**config.mk**
```make
export PLATFORM = sky130hd
export DESIGN_NAME = kd_leaf_node
export DESIGN_NICKNAME = d
export VERILOG_FILES = /design/src/rtl/kd_tree_pkg.sv /design/src/rtl/kd_axis_cmp.sv /design/src/rtl/kd_leaf_node.sv
export SDC_FILE = /design/constraint.sdc
export NUM_CORES = 1
export LEC_CHECK = 0
export BUFFER_PORTS_ARGS = -buffer_cell sky130_fd_sc_hd__buf_4
export CAP_MARGIN = 20
export CORE_ASPECT_RATIO = 2
export CORE_MARGIN = 1.5
export CORE_UTILIZATION = 50
export CTS_CLUSTER_DIAMETER = 50
export DETAILED_ROUTE_END_ITERATION = 12
export PLACE_DENSITY = 0.72
export SYNTH_ARGS = -nofsm -noshare
export SYNTH_HDL_FRONTEND = slang
export SYNTH_HIERARCHICAL = 1
export SYNTH_SLANG_ARGS = --single-unit
```
**constraint.sdc**
```tcl
create_clock -name clk -period 4.9 [get_ports clk]
set_clock_uncertainty 0.15 [all_clocks]
set_input_delay 0.49 -clock clk [delete_from_list [all_inputs] [get_ports clk]]
set_output_delay 0.49 -clock clk [all_outputs]
set_load 0.02 [all_outputs]
```
**src/rtl/kd_tree_pkg.sv**
```systemverilog
// Shared kd-tree link definitions: bus widths, command codes, axis encoding and leaf states.
// Used by the leaf node, its axis comparator and the bench.
package kd_tree_pkg;

   localparam int COMMAND_SIZE = 5;
   localparam int DATA_SIZE    = 24;
   localparam int CHANNEL_W    = 8;
   localparam int NUM_AXES     = 3;

   localparam logic [COMMAND_SIZE-1:0] CMD_NOP                      = 5'h00;
   localparam logic [COMMAND_SIZE-1:0] CMD_CENTER_FILL              = 5'h01;
   localparam logic [COMMAND_SIZE-1:0] CMD_CENTER_FILL_DONE         = 5'h02;
   localparam logic [COMMAND_SIZE-1:0] CMD_CONFIGURE_SORT_AXIS      = 5'h03;
   localparam logic [COMMAND_SIZE-1:0] CMD_CONFIGURE_SORT_AXIS_DONE = 5'h04;
   localparam logic [COMMAND_SIZE-1:0] CMD_START_SORTING            = 5'h05;
   localparam logic [COMMAND_SIZE-1:0] CMD_READY_TO_SORT            = 5'h07;
   localparam logic [COMMAND_SIZE-1:0] CMD_SWITCH                   = 5'h08;
   localparam logic [COMMAND_SIZE-1:0] CMD_SORT_LEFT_VALIDATE       = 5'h09;
   localparam logic [COMMAND_SIZE-1:0] CMD_SORT_RIGHT_VALIDATE      = 5'h0A;
   localparam logic [COMMAND_SIZE-1:0] CMD_VALID_SORT               = 5'h0B;
   localparam logic [COMMAND_SIZE-1:0] CMD_BUSY                     = 5'h0C;
   localparam logic [COMMAND_SIZE-1:0] CMD_EXPOSE_CENTER            = 5'h0D;
   localparam logic [COMMAND_SIZE-1:0] CMD_VALID_DONE               = 5'h0E;
   localparam logic [COMMAND_SIZE-1:0] CMD_RST                      = 5'h1D;
   localparam logic [COMMAND_SIZE-1:0] CMD_RST_DONE                 = 5'h1E;
   localparam logic [COMMAND_SIZE-1:0] CMD_DNE                      = 5'h1F;

   localparam logic [1:0] AXIS_0       = 2'd0;
   localparam logic [1:0] AXIS_1       = 2'd1;
   localparam logic [1:0] AXIS_2       = 2'd2;
   localparam logic [1:0] AXIS_INVALID = 2'd3;

   typedef enum logic {ST_EMPTY, ST_LOADED} leaf_state_t;

   // The unused fourth axis code folds onto axis 0.
   function automatic logic [1:0] axis_sanitize(input logic [1:0] code);
      return (code == AXIS_INVALID) ? AXIS_0 : code;
   endfunction

endpackage

```
**src/rtl/kd_axis_cmp.sv**
```systemverilog
// Combinational compare of one colour channel of two packed RGB words.
// Axis 0 is the most significant channel; le/ge are unsigned a-vs-b results.
module kd_axis_cmp
   import kd_tree_pkg::*;
(
   input  logic [DATA_SIZE-1:0] a_word,
   input  logic [DATA_SIZE-1:0] b_word,
   input  logic [1:0]           axis,
   output logic                 le,
   output logic                 ge
);

   logic [CHANNEL_W-1:0] a_chan [NUM_AXES];
   logic [CHANNEL_W-1:0] b_chan [NUM_AXES];
   logic [CHANNEL_W-1:0] a_sel;
   logic [CHANNEL_W-1:0] b_sel;

   genvar gi;
   generate
      for (gi = 0; gi < NUM_AXES; gi++) begin : g_chan
         assign a_chan[gi] = a_word[DATA_SIZE-1-gi*CHANNEL_W -: CHANNEL_W];
         assign b_chan[gi] = b_word[DATA_SIZE-1-gi*CHANNEL_W -: CHANNEL_W];
      end
   endgenerate

   always_comb begin
      a_sel = a_chan[0];
      b_sel = b_chan[0];
      case (axis)
         AXIS_1: begin a_sel = a_chan[1]; b_sel = b_chan[1]; end
         AXIS_2: begin a_sel = a_chan[2]; b_sel = b_chan[2]; end
         default: ;
      endcase
   end

   assign le = (a_sel <= b_sel);
   assign ge = (a_sel >= b_sel);

endmodule

```
**src/rtl/kd_leaf_node.sv**
```systemverilog
// Terminal responder of the kd-tree command link holding at most one RGB center.
// Defining KD_LEAF_STATS_EN adds the saturating switch_count swap counter port.
module kd_leaf_node
   import kd_tree_pkg::*;
(
   input  logic                    clk,
   input  logic                    reset_n,
   input  logic [COMMAND_SIZE-1:0] command_from_top,
   input  logic [DATA_SIZE-1:0]    data_from_top,
   output logic [COMMAND_SIZE-1:0] command_to_top,
   output logic [DATA_SIZE-1:0]    data_to_top
`ifdef KD_LEAF_STATS_EN
   ,
   output logic [15:0]             switch_count
`endif
);

   leaf_state_t             state_reg, state_next;
   logic [DATA_SIZE-1:0]    center_reg, center_next;
   logic [1:0]              axis_reg, axis_next;
   logic [COMMAND_SIZE-1:0] prev_cmd_reg;
   logic [COMMAND_SIZE-1:0] cmd_out_reg, cmd_out_next;
   logic [DATA_SIZE-1:0]    data_out_reg, data_out_next;
   logic                    cmp_le, cmp_ge;
   logic                    swap_accept;

   kd_axis_cmp u_axis_cmp (
      .a_word (center_reg),
      .b_word (data_from_top),
      .axis   (axis_reg),
      .le     (cmp_le),
      .ge     (cmp_ge)
   );

   // A held switch level swaps only on the cycle it first appears.
   assign swap_accept = (state_reg == ST_LOADED) && (command_from_top == CMD_SWITCH)
                        && (prev_cmd_reg != CMD_SWITCH);

   always_comb begin
      state_next    = state_reg;
      center_next   = center_reg;
      axis_next     = axis_reg;
      cmd_out_next  = CMD_NOP;
      data_out_next = data_out_reg;
      case (command_from_top)
         CMD_RST: begin
            center_next  = '0;
            axis_next    = AXIS_0;
            state_next   = ST_EMPTY;
            cmd_out_next = CMD_RST_DONE;
         end
         CMD_CENTER_FILL: begin
            if (state_reg == ST_EMPTY) begin
               center_next = data_from_top;
               state_next  = ST_LOADED;
            end
            cmd_out_next = CMD_CENTER_FILL_DONE;
         end
         CMD_CONFIGURE_SORT_AXIS, CMD_START_SORTING, CMD_SWITCH,
         CMD_SORT_LEFT_VALIDATE, CMD_SORT_RIGHT_VALIDATE, CMD_EXPOSE_CENTER: begin
            if (state_reg == ST_EMPTY) begin
               cmd_out_next  = CMD_DNE;
               data_out_next = '0;
            end else begin
               case (command_from_top)
                  CMD_CONFIGURE_SORT_AXIS: begin
                     axis_next    = axis_sanitize(data_from_top[1:0]);
                     cmd_out_next = CMD_CONFIGURE_SORT_AXIS_DONE;
                  end
                  CMD_START_SORTING: begin
                     cmd_out_next  = CMD_READY_TO_SORT;
                     data_out_next = center_reg;
                  end
                  CMD_SWITCH: begin
                     cmd_out_next = CMD_SWITCH;
                     if (swap_accept) begin
                        data_out_next = center_reg;
                        center_next   = data_from_top;
                     end
                  end
                  CMD_SORT_LEFT_VALIDATE:
                     cmd_out_next = cmp_le ? CMD_VALID_SORT : CMD_BUSY;
                  CMD_SORT_RIGHT_VALIDATE:
                     cmd_out_next = cmp_ge ? CMD_VALID_SORT : CMD_BUSY;
                  CMD_EXPOSE_CENTER: begin
                     cmd_out_next  = CMD_VALID_DONE;
                     data_out_next = center_reg;
                  end
                  default: ;
               endcase
            end
         end
         default: cmd_out_next = CMD_NOP;
      endcase
   end

   always_ff @(posedge clk or negedge reset_n) begin
      if (!reset_n) begin
         state_reg    <= ST_EMPTY;
         center_reg   <= '0;
         axis_reg     <= AXIS_0;
         prev_cmd_reg <= CMD_NOP;
         cmd_out_reg  <= CMD_NOP;
         data_out_reg <= '0;
      end else begin
         state_reg    <= state_next;
         center_reg   <= center_next;
         axis_reg     <= axis_next;
         prev_cmd_reg <= command_from_top;
         cmd_out_reg  <= cmd_out_next;
         data_out_reg <= data_out_next;
      end
   end

   assign command_to_top = cmd_out_reg;
   assign data_to_top    = data_out_reg;

`ifdef KD_LEAF_STATS_EN
   logic [15:0] count_reg;

   always_ff @(posedge clk or negedge reset_n) begin
      if (!reset_n)
         count_reg <= '0;
      else if (command_from_top == CMD_RST)
         count_reg <= '0;
      else if (swap_accept && (count_reg != 16'hFFFF))
         count_reg <= count_reg + 16'd1;
   end

   assign switch_count = count_reg;
`endif

endmodule

```
==> metrics.txt, run 1 <==
status completed; clk root buf clkbuf_16; met2 GRT Util 45.51%; maximum VDD drop roughly 0.28 mV; htree depth 3; vias in the first global route roughly 3,200; top_reg_cell synth dfrtp_1; final setup vio count 0; switching share of power between 30% and 40%; Tcrit/Tclk final 73.12%; Pint 0.001353 W; Synthesis Warnings 6; Syn-to-layout area delta 18.91%; Post-CTS Setup Bufs 0; reg-to-reg slack, setup ~1.3 ns; WS Path Type reg2reg; Yosys reg bits 61; slew at the pin closest to its max-slew limit approximately 1 ns; area share of the largest cell type after synthesis between 40% and 50%; Slew Viols, Final 0; Clk pwr share a little over a quarter; Max stage delay on crit path between 0.8 and 0.9 ns; Worst-path clk slew 0.05 ns; Net Count, Synth around 440; post-DR wirelength/cell 18.07 microns; Final Cell Area between 0.004 and 0.005 sq mm; Lkg Pwr 1.864 nW; logic gate share of total power ~34%; Die X between 60 and 70 microns; Tot GR Track Use between 20% and 30%; post-place instance area between 0.004 and 0.005 sq mm; first-pass iteration count of the detailed router 4; endpoints failing hold 0; Post-synth EDFFs 0; layer with the highest usage met2; share of total power in sequential cells 39.2%; CP bufs+invs 1; clk sink count a little over 60; GR Util met3 about 4.7%; Die ar. ~0.0079 sq mm; TritonCTS buffer count 9; PD cells 481.1 mW/mm^2; Clock Latency Late Sink roughly 0.33 ns; Initial Util a little over 50%; largest net degree at the start of global routing 62; Remaining DRCs 0; Critical Path AT about 3.7 ns; dpl ws about 1.3 ns; Synth area leaders dfrtp_1 41%, o211ai_1 15%, mux2i_1 6.8%; crit-path max FO 32; share of cells above drive strength 1 about a fifth; met1 Use GR approximately 28%; post-synthesis sequential area ratio roughly two fifths; Placeable Area between 0.007 and 0.008 sq mm; count of cell types in the netlist between 40 and 50; RSZ-0062 raised after global routing no; number of antenna violations at the first check in global routing 0; cell count after synthesis 400; clock tree buffer depth 2; height of the die 124.4 microns; clock period minus worst slack around 3.6 ns; Worst Hold Class in2async; ANT nets after route 0; vias between 3,000 and 4,000; Mean Syn Cell Area about 9.2 sq um; DP HPWL around 7.0 mm; post-detailed-routing wire length roughly 9.7 mm; Via-to-Cell Ratio around 5.9; cell area after synthesis ~0.0037 sq mm; final layout net count just under 500; CTS resizes 0; R2R Path Start axis_reg[0]; MaxCap Viol Count 0; first-pass GRT wire length 15.88 mm; Final WS setup 1.317 ns; Slew HR a little under a third; number of I/O port buffers 59; CTS tree done; leading area contributor after synthesis dfrtp_1; FFs w/ async S/R, synth 100.0%; FP Rows 44; Layout fillers about 640; final setup TNS 0 ns; CP endpoint kind register; CP delay by family, top adder cells; hold_buf cts 0; critical path required time roughly 5 ns; Max Clk Rate 0.2791 GHz; Sw Pwr between 0.0007 and 0.0008 W; crit path max-delay cell type ha_1; crit path from axis_reg[0]; # diodes 0; Final GP Congestion ~0.83; worst-path cell chain inv_1, ha_1, nor2_1, a21oi_1, ha_1, nor2b_4, o211ai_2, a31oi_1, or2_1, or4b_1, a21oi_1, o21ai_0, a32oi_1; CP startpoint kind register; IO Count 60; initial drt markers around 230; Congestion Overflow GR 0
cell families (layout without fill, tap and decap cells):
logic type / after synthesis / after routing / share of synthesized area [%]
buffers and inverters: 86 / 133 / 10.79
adders and majority gates: 10 / 10 / 3.394
DFF: 61 / 61 / 41.41
and+or+nand+nor: 80 / 80 / 10.76
muxes: 25 / 25 / 6.789
AOI/OAI and AO/OA: 138 / 138 / 26.85
cells in the final DEF, fill, tap and decap left out, drive strengths merged, types with 3 or more instances in the layout:
master,synthesis,routed
a22oi,17,17
inv,53,53
nand4,3,3
nor2b,4,4
o21ai,17,17
mux2i,25,25
nor3,3,3
o211ai,73,73
buf,11,65
a21oi,16,16
nand2b,8,8
nor2,13,13
nand2,38,38
or3b,3,3
clkbuf,22,13
ha,10,10
dfrtp,61,61
o2bb2ai,3,3
cell usage after synthesis (2+ instances only):
cell type and instances:
inv_1 53, clkbuf_1 22, nand3_1 2, a21oi_1 14, buf_12 2, o21ai_1 8, mux2i_1 25, o2bb2ai_1 3
o22ai_1 2, nor2b_1 3, nand2_1 38, a22oi_2 2, nor3_1 3, a22oi_1 15, a21oi_2 2, nor2_1 13
ha_1 10, nand2b_1 8, o21ai_0 9, buf_2 4, o211ai_1 72, or3b_2 2, nand4_1 3, o211a_1 2
dfrtp_1 61, buf_6 5
routing by layer:
metal  up-vias  share of wire (%)
li1       1522                  -
met1      1542                 37
met2       103                 54
met3        31                4.8
met4         0                4.8
met5         -                  0
worst register-to-register path, stage by stage, from the launching register on:
cell	delay, ns
dfrtp_1	0.37
inv_1	0.05
ha_1	0.87
nor2_1	0.11
a21oi_1	0.15
ha_1	0.26
nor2b_4	0.13
o211ai_2	0.15
a31oi_1	0.10
or2_1	0.22
or4b_1	0.46
a21oi_1	0.16
o21ai_0	0.10
a32oi_1	0.21
metrics by stage:
stage	util (%)	total power, W	hold slack, ns	cells
floorplan	-	0.001258	0.04441	400
global placement	56.58	0.001536	0.3490	522
detailed placement	56.96	0.001561	0.3629	523
CTS	60.57	0.002127	0.1134	538
global route	60.77	0.002234	0.1482	539
finish	60.77	0.002109	0.08360	539
final timing paths:
path | cells after the start | to
worst max register to register | 13 | command_to_top[2]
min in group clk | 1 | prev_cmd_reg[1]
worst min register to register | 2 | data_to_top[22]
max in group asynchronous | 1 | center_reg[9]
worst min-delay path | 1 | data_to_top[0]
worst max-delay path | 13 | command_to_top[2]
area by class of cell:
cell class,count,area [sq um],share of cell area [%]
Clock buffer,13,250.2,5.709
Clock inverter,2,10.01,0.2284
Inverter,53,198.9,4.539
Multi-Input combinational cell,253,1767,40.31
Sequential cell,61,1526,34.83
Tap cell,92,115.1,2.626
Timing Repair Buffer,65,515.5,11.76
power by group through the flow:
stage	clock, W	combinational (W)	sequential, W
floorplan	0	0.000343	0.000916
global placement	0	0.000706	0.000829
detailed placement	0	0.000726	0.000835
CTS	0.000568	0.000732	0.000827
global route	0.000586	0.000800	0.000848
finish	0.000558	0.000724	0.000827
No activity file was read; power rests on OpenSTA's default activity.
==> run 2: changes to the inputs <==
==> constraint.sdc (replaced) <==
create_clock -name clk -period 3.41 [get_ports clk]
set_clock_uncertainty 0.15 [all_clocks]
set_input_delay 0.341 -clock clk [delete_from_list [all_inputs] [get_ports clk]]
set_output_delay 0.341 -clock clk [all_outputs]
set_load 0.02 [all_outputs]
==> run 2 against run 1 <==
  * Cell area increased by 3.6%
  * Final cell count grew 1.3%
  * Hold slack worse by 0.0089 ns
  * Highest routed layer unchanged
  * Critical endpoint unchanged
  * Total power up 53%
  * Via count is 2.2% higher
==> metrics.txt, run 2 (same netlist as run 1, synthesis figures left out) <==
status completed; Worst-path clk slew 0.05 ns; slew at the pin closest to its max-slew limit 0.7993 ns; CP startpoint kind register; vias around 3,300; clk sink count approximately 60; share of cells above drive strength 1 between 20% and 30%; endpoints failing hold 0; vias in the first global route approximately 3,300; worst-path cell chain inv_1, ha_4, buf_12, nand2_1, o21ai_1, ha_1, nor2b_4, o211ai_2, a31oi_1, or2_1, or4b_1, a21oi_1, o21ai_0, a32oi_1; final setup vio count 0; post-detailed-routing wire length roughly 10 mm; Max Clk Rate between 0.3 and 0.4 GHz; htree depth 3; height of the die 124.4 microns; Die ar. between 0.007 and 0.008 sq mm; crit-path max FO 16; Final WS setup roughly 0.27 ns; ANT nets after route 0; WS Path Type reg2reg; CP endpoint kind register; Final GP Congestion 0.9021; post-DR wirelength/cell ~19 microns; CP delay by family, top simple AND/OR/NAND/NOR gates; Lkg Pwr between 1.5 and 2 nW; clk root buf clkbuf_16; dpl ws 0.1554 ns; Initial Util roughly 51%; Slew HR between 40% and 50%; Syn-to-layout area delta 23.18%; number of I/O port buffers about 60; Clock Latency Late Sink between 0.3 and 0.4 ns; critical path required time approximately 3.5 ns; commonest non-fill, non-tap cell in the layout o211ai_1; Tot GR Track Use between 20 and 30%; maximum VDD drop around 0.47 mV; CP bufs+invs 2; number of antenna violations at the first check in global routing 0; post-place instance area between 0.004 and 0.005 sq mm; first-pass GRT wire length between 15 and 20 mm; Worst Hold Class in2reg; largest net degree at the start of global routing 62; RSZ-0062 raised after global routing no; most frequent cells in the layout 72 x o211ai_1, 67 x buf_4, 60 x dfrtp_1, 53 x inv_1, 38 x nand2_1; clock tree buffer depth 2; Max stage delay on crit path 0.47 ns; Critical Path AT approximately 3.2 ns; CTS tree done; Remaining DRCs 0; TritonCTS buffer count 9; DP HPWL 7.032 mm; Congestion Overflow GR 0; clock period minus worst slack 3.142 ns; Util after Layout between 60 and 70%; Tcrit/Tclk final between 90% and 100%; Placeable Area 0.007212 sq mm; Slew Viols, Final 0; first-pass iteration count of the detailed router 5; final setup TNS 0 ns; # diodes 0; Final Cell Area between 0.004 and 0.005 sq mm; initial drt markers between 200 and 250; Via-to-Cell Ratio between 5 and 6; IO Count 60; MaxCap Viol Count 0; crit path max-delay cell type or4b_1; PD cells slightly above 700 mW/mm^2; Die X roughly 64 microns; final layout net count slightly below 500; FP Rows 44
[run 2: area by class of cell]
type                    instances  area (sq um)
fillers                       610          2671
flip-flops and latches         61          1528
clock inverters                 6         86.33
inverters                      53         198.9
clock buffers                  10         239.0
multi-input cells             253          1804
well taps                      92         115.1
repair buffers                 71         569.3
[run 2: path summary, 6_finish.rpt]
kind	startpoint	to	slack [ns]	cells after the start
max in group asynchronous	reset_n	axis_reg[0]	2.07	2
setup / recovery	axis_reg[0]	command_to_top[2]	0.27	14
min in group asynchronous	reset_n	data_to_top[18]	0.48	2
setup reg to reg	axis_reg[0]	command_to_top[2]	0.27	14
hold / removal	command_from_top[1]	prev_cmd_reg[1]	0.07	1
hold reg to reg	data_to_top[7]	data_to_top[7]	0.36	2
[run 2: metrics by stage]
step	instances	total power, W	hold WS (ns)
floorplan	400	0.001808	-0.1046
global placement	528	0.002216	0.3148
detailed placement	528	0.002254	0.3187
CTS	545	0.003243	0.06860
global route	546	0.003426	0.07908
finish	546	0.003236	0.07469
[run 2: repair_timing]
| action | in CTS | in global routing |
|---|---|---|
| resized for setup | 0 | 9 |
| hold buffers | 1 | 0 |
| endpoints found under the setup margin | 0 | 1 |
| hold endpoints to repair | 61 | 0 |
| buffers inserted | 0 | 0 |
[run 2: power breakdown]
group / switching [W] / internal [W]
clock network: 0.000324 / 0.000657
registers: 0.000214 / 0.000974
logic: 0.000589 / 0.000479
total: 0.00113 / 0.00211
[run 2: routing by layer]
layer | up-vias | part of all wire [%] | GRT usage (%)
met5 | - | 0 | 0
met4 | 0 | 3.5 | 14.32
met3 | 30 | 5.2 | 5.781
met2 | 123 | 55 | 47.80
met1 | 1572 | 37 | 30.09
li1 | 1544 | - | -
==> run 3: changes to the inputs <==
--- a/config.mk
+++ b/config.mk
@@ -5,14 +5,13 @@
 export SDC_FILE = /design/constraint.sdc
 export NUM_CORES = 1
 export LEC_CHECK = 0
-export BUFFER_PORTS_ARGS = -buffer_cell sky130_fd_sc_hd__buf_4
 export CAP_MARGIN = 20
 export CORE_ASPECT_RATIO = 2
 export CORE_MARGIN = 1.5
 export CORE_UTILIZATION = 50
 export CTS_CLUSTER_DIAMETER = 50
 export DETAILED_ROUTE_END_ITERATION = 12
-export PLACE_DENSITY = 0.72
+export DONT_BUFFER_PORTS = 1
 export SYNTH_ARGS = -nofsm -noshare
 export SYNTH_HDL_FRONTEND = slang
 export SYNTH_HIERARCHICAL = 1
==> run 3 against run 2 <==
  * Routed wire length fell by 4.5%
  * Combinational power fell by 44%
  * Non-clock buffer count fell by 53
  * Final cell count fell by 9.7%
  * Core utilization fell by 6.3 points
  * Die area did not move
  * Critical endpoint unchanged
  * Largest power group unchanged
==> metrics.txt, run 3 (same netlist as run 1, synthesis figures left out) <==
post-detailed-routing wire length just under 10 mm; Worst Hold Class in2reg; number of antenna violations at the first check in global routing 0; htree depth 3; share of cells above drive strength 1 under 10%; Syn-to-layout area delta 10.86%; clk sink count 61; Critical Path AT 3.30 ns; FP Rows 44; Sequential cell area around 0.0015 sq mm; Remaining DRCs 0; final setup TNS 0 ns; MaxCap Viol Count 0; Clock Latency Late Sink approximately 0.33 ns; share of total power in sequential cells about 48%; multi-input logic area approximately 0.0018 sq mm; Slew HR between 40% and 50%; Clk pwr share 30.9%; height of the die approximately 120 microns; Pint approximately 0.0018 W; Initial Util between 50% and 60%; # diodes 0; Placeable Area 0.007212 sq mm; clk root buf clkbuf_16; slew at the pin closest to its max-slew limit 0.8336 ns; TritonCTS buffer count 9; commonest non-fill, non-tap cell in the layout o211ai_1; Max Clk Rate about 0.31 GHz; first-pass iteration count of the detailed router 5; final layout net count 437; Layout fillers roughly 700; clock tree buffer depth 2; clock period minus worst slack roughly 3.2 ns; switching share of power 36.04%; Die ar. slightly below 0.008 sq mm; CP endpoint kind register; dpl ws around 0.045 ns; number of I/O port buffers 0; maximum VDD drop ~0.37 mV; most frequent cells in the layout 72 x o211ai_1, 61 x dfrtp_1, 53 x inv_1, 38 x nand2_1, 25 x mux2i_1; endpoints failing hold 0; Congestion Overflow GR 0; IO Count 60; Final GP Congestion roughly 0.93; final setup vio count 0; Worst-path clk slew around 0.050 ns; vias in the first global route between 3,000 and 4,000; Via-to-Cell Ratio 6.077; Sw Pwr between 0.001 and 0.0015 W; Util after Layout 56.66%; RSZ-0062 raised after global routing no; initial drt markers 190; post-DR wirelength/cell ~20 microns; PD cells approximately 700 mW/mm^2; DP HPWL between 6 and 7 mm; first-pass GRT wire length ~16 mm; critical path required time about 3.5 ns; logic gate share of total power between 20% and 30%; Tot GR Track Use a little over a quarter; crit-path max FO 16; Post-CTS Setup Bufs 0; ANT nets after route 0; vias 2,996; status completed; reg-to-reg slack, setup about 0.21 ns; largest net degree at the start of global routing 62; Final WS setup around 0.21 ns; Lkg Pwr approximately 1.6 nW; CTS tree done; Die X 63.71 microns; Tcrit/Tclk final 93.92%; WS Path Type reg2reg; Slew Viols, Final 0; CP startpoint kind register
==> run 3: final cells by class <==
cell class | instances | area share, %
Timing Repair Buffer | 18 | 4.470
Multi-Input combinational cell | 253 | 43.29
Inverter | 53 | 4.868
Clock inverter | 4 | 1.164
Clock buffer | 12 | 6.032
Sequential cell | 61 | 37.35
Tap cell | 92 | 2.817
==> run 3: worst max-delay path, stage by stage (launching register included) <==
cell and delay [ns]:
dfrtp_1 0.40, inv_1 0.08, ha_2 0.39, a22oi_1 0.14, nor2_1 0.10, a21oi_1 0.05, ha_1 0.30, nor2b_4 0.14
o211ai_2 0.14, a31oi_1 0.10, or2_1 0.23, or4b_1 0.46, a21oi_1 0.14, o21ai_0 0.09, a32oi_1 0.19
==> run 3: power by group through the flow <==
stage / clock, W / combinational [W] / sequential, W
2_1_floorplan: 0 / 0.000493 / 0.00132
3_3_place_gp: 0 / 0.000563 / 0.00139
3_5_place_dp: 0 / 0.000579 / 0.00140
4_1_cts: 0.000905 / 0.000608 / 0.00139
5_1_grt: 0.000934 / 0.000698 / 0.00142
6_report: 0.000885 / 0.000601 / 0.00138
==> run 3: metal layers <==
| metal | vias up | GRT usage, % | routed length, microns |
|---|---|---|---|
| li1 | 1434 | - | - |
| met1 | 1431 | 28.60 | 3560 |
| met2 | 98 | 43.90 | 5105 |
| met3 | 33 | 6.233 | 462 |
| met4 | 0 | 17.01 | 551 |
| met5 | - | 0 | 0 |
==> run 3: stage by stage <==
step | std cells | instance area [sq um] | hold slack (ns) | total power (W)
2_1_floorplan | 400 | 3686 | -0.1046 | 0.001808
3_3_place_gp | 470 | 3702 | -0.1035 | 0.001954
3_5_place_dp | 470 | 3702 | -0.1034 | 0.001976
4_1_cts | 493 | 4084 | 0.01936 | 0.002898
5_1_grt | 493 | 4086 | 0.02934 | 0.003048
6_report | 493 | 4086 | 0.02526 | 0.002868
==> run 3: final timing paths <==
kind / start / end / depth (start not counted)
worst max-delay path: axis_reg[0] / command_to_top[2] / 14
worst min-delay path: data_from_top[0] / axis_reg[0] / 2
worst max register to register: axis_reg[0] / command_to_top[2] / 14
worst min register to register: axis_reg[0] / axis_reg[0] / 1
max in group asynchronous: reset_n / prev_cmd_reg[0] / 2
min in group asynchronous: reset_n / data_to_top[12] / 2
==> run 3: what timing repair did <==
item	CTS	global route
hold buffers	7	0
hold endpoints to repair	67	0
setup endpoints to repair	0	3
resized for setup	0	1
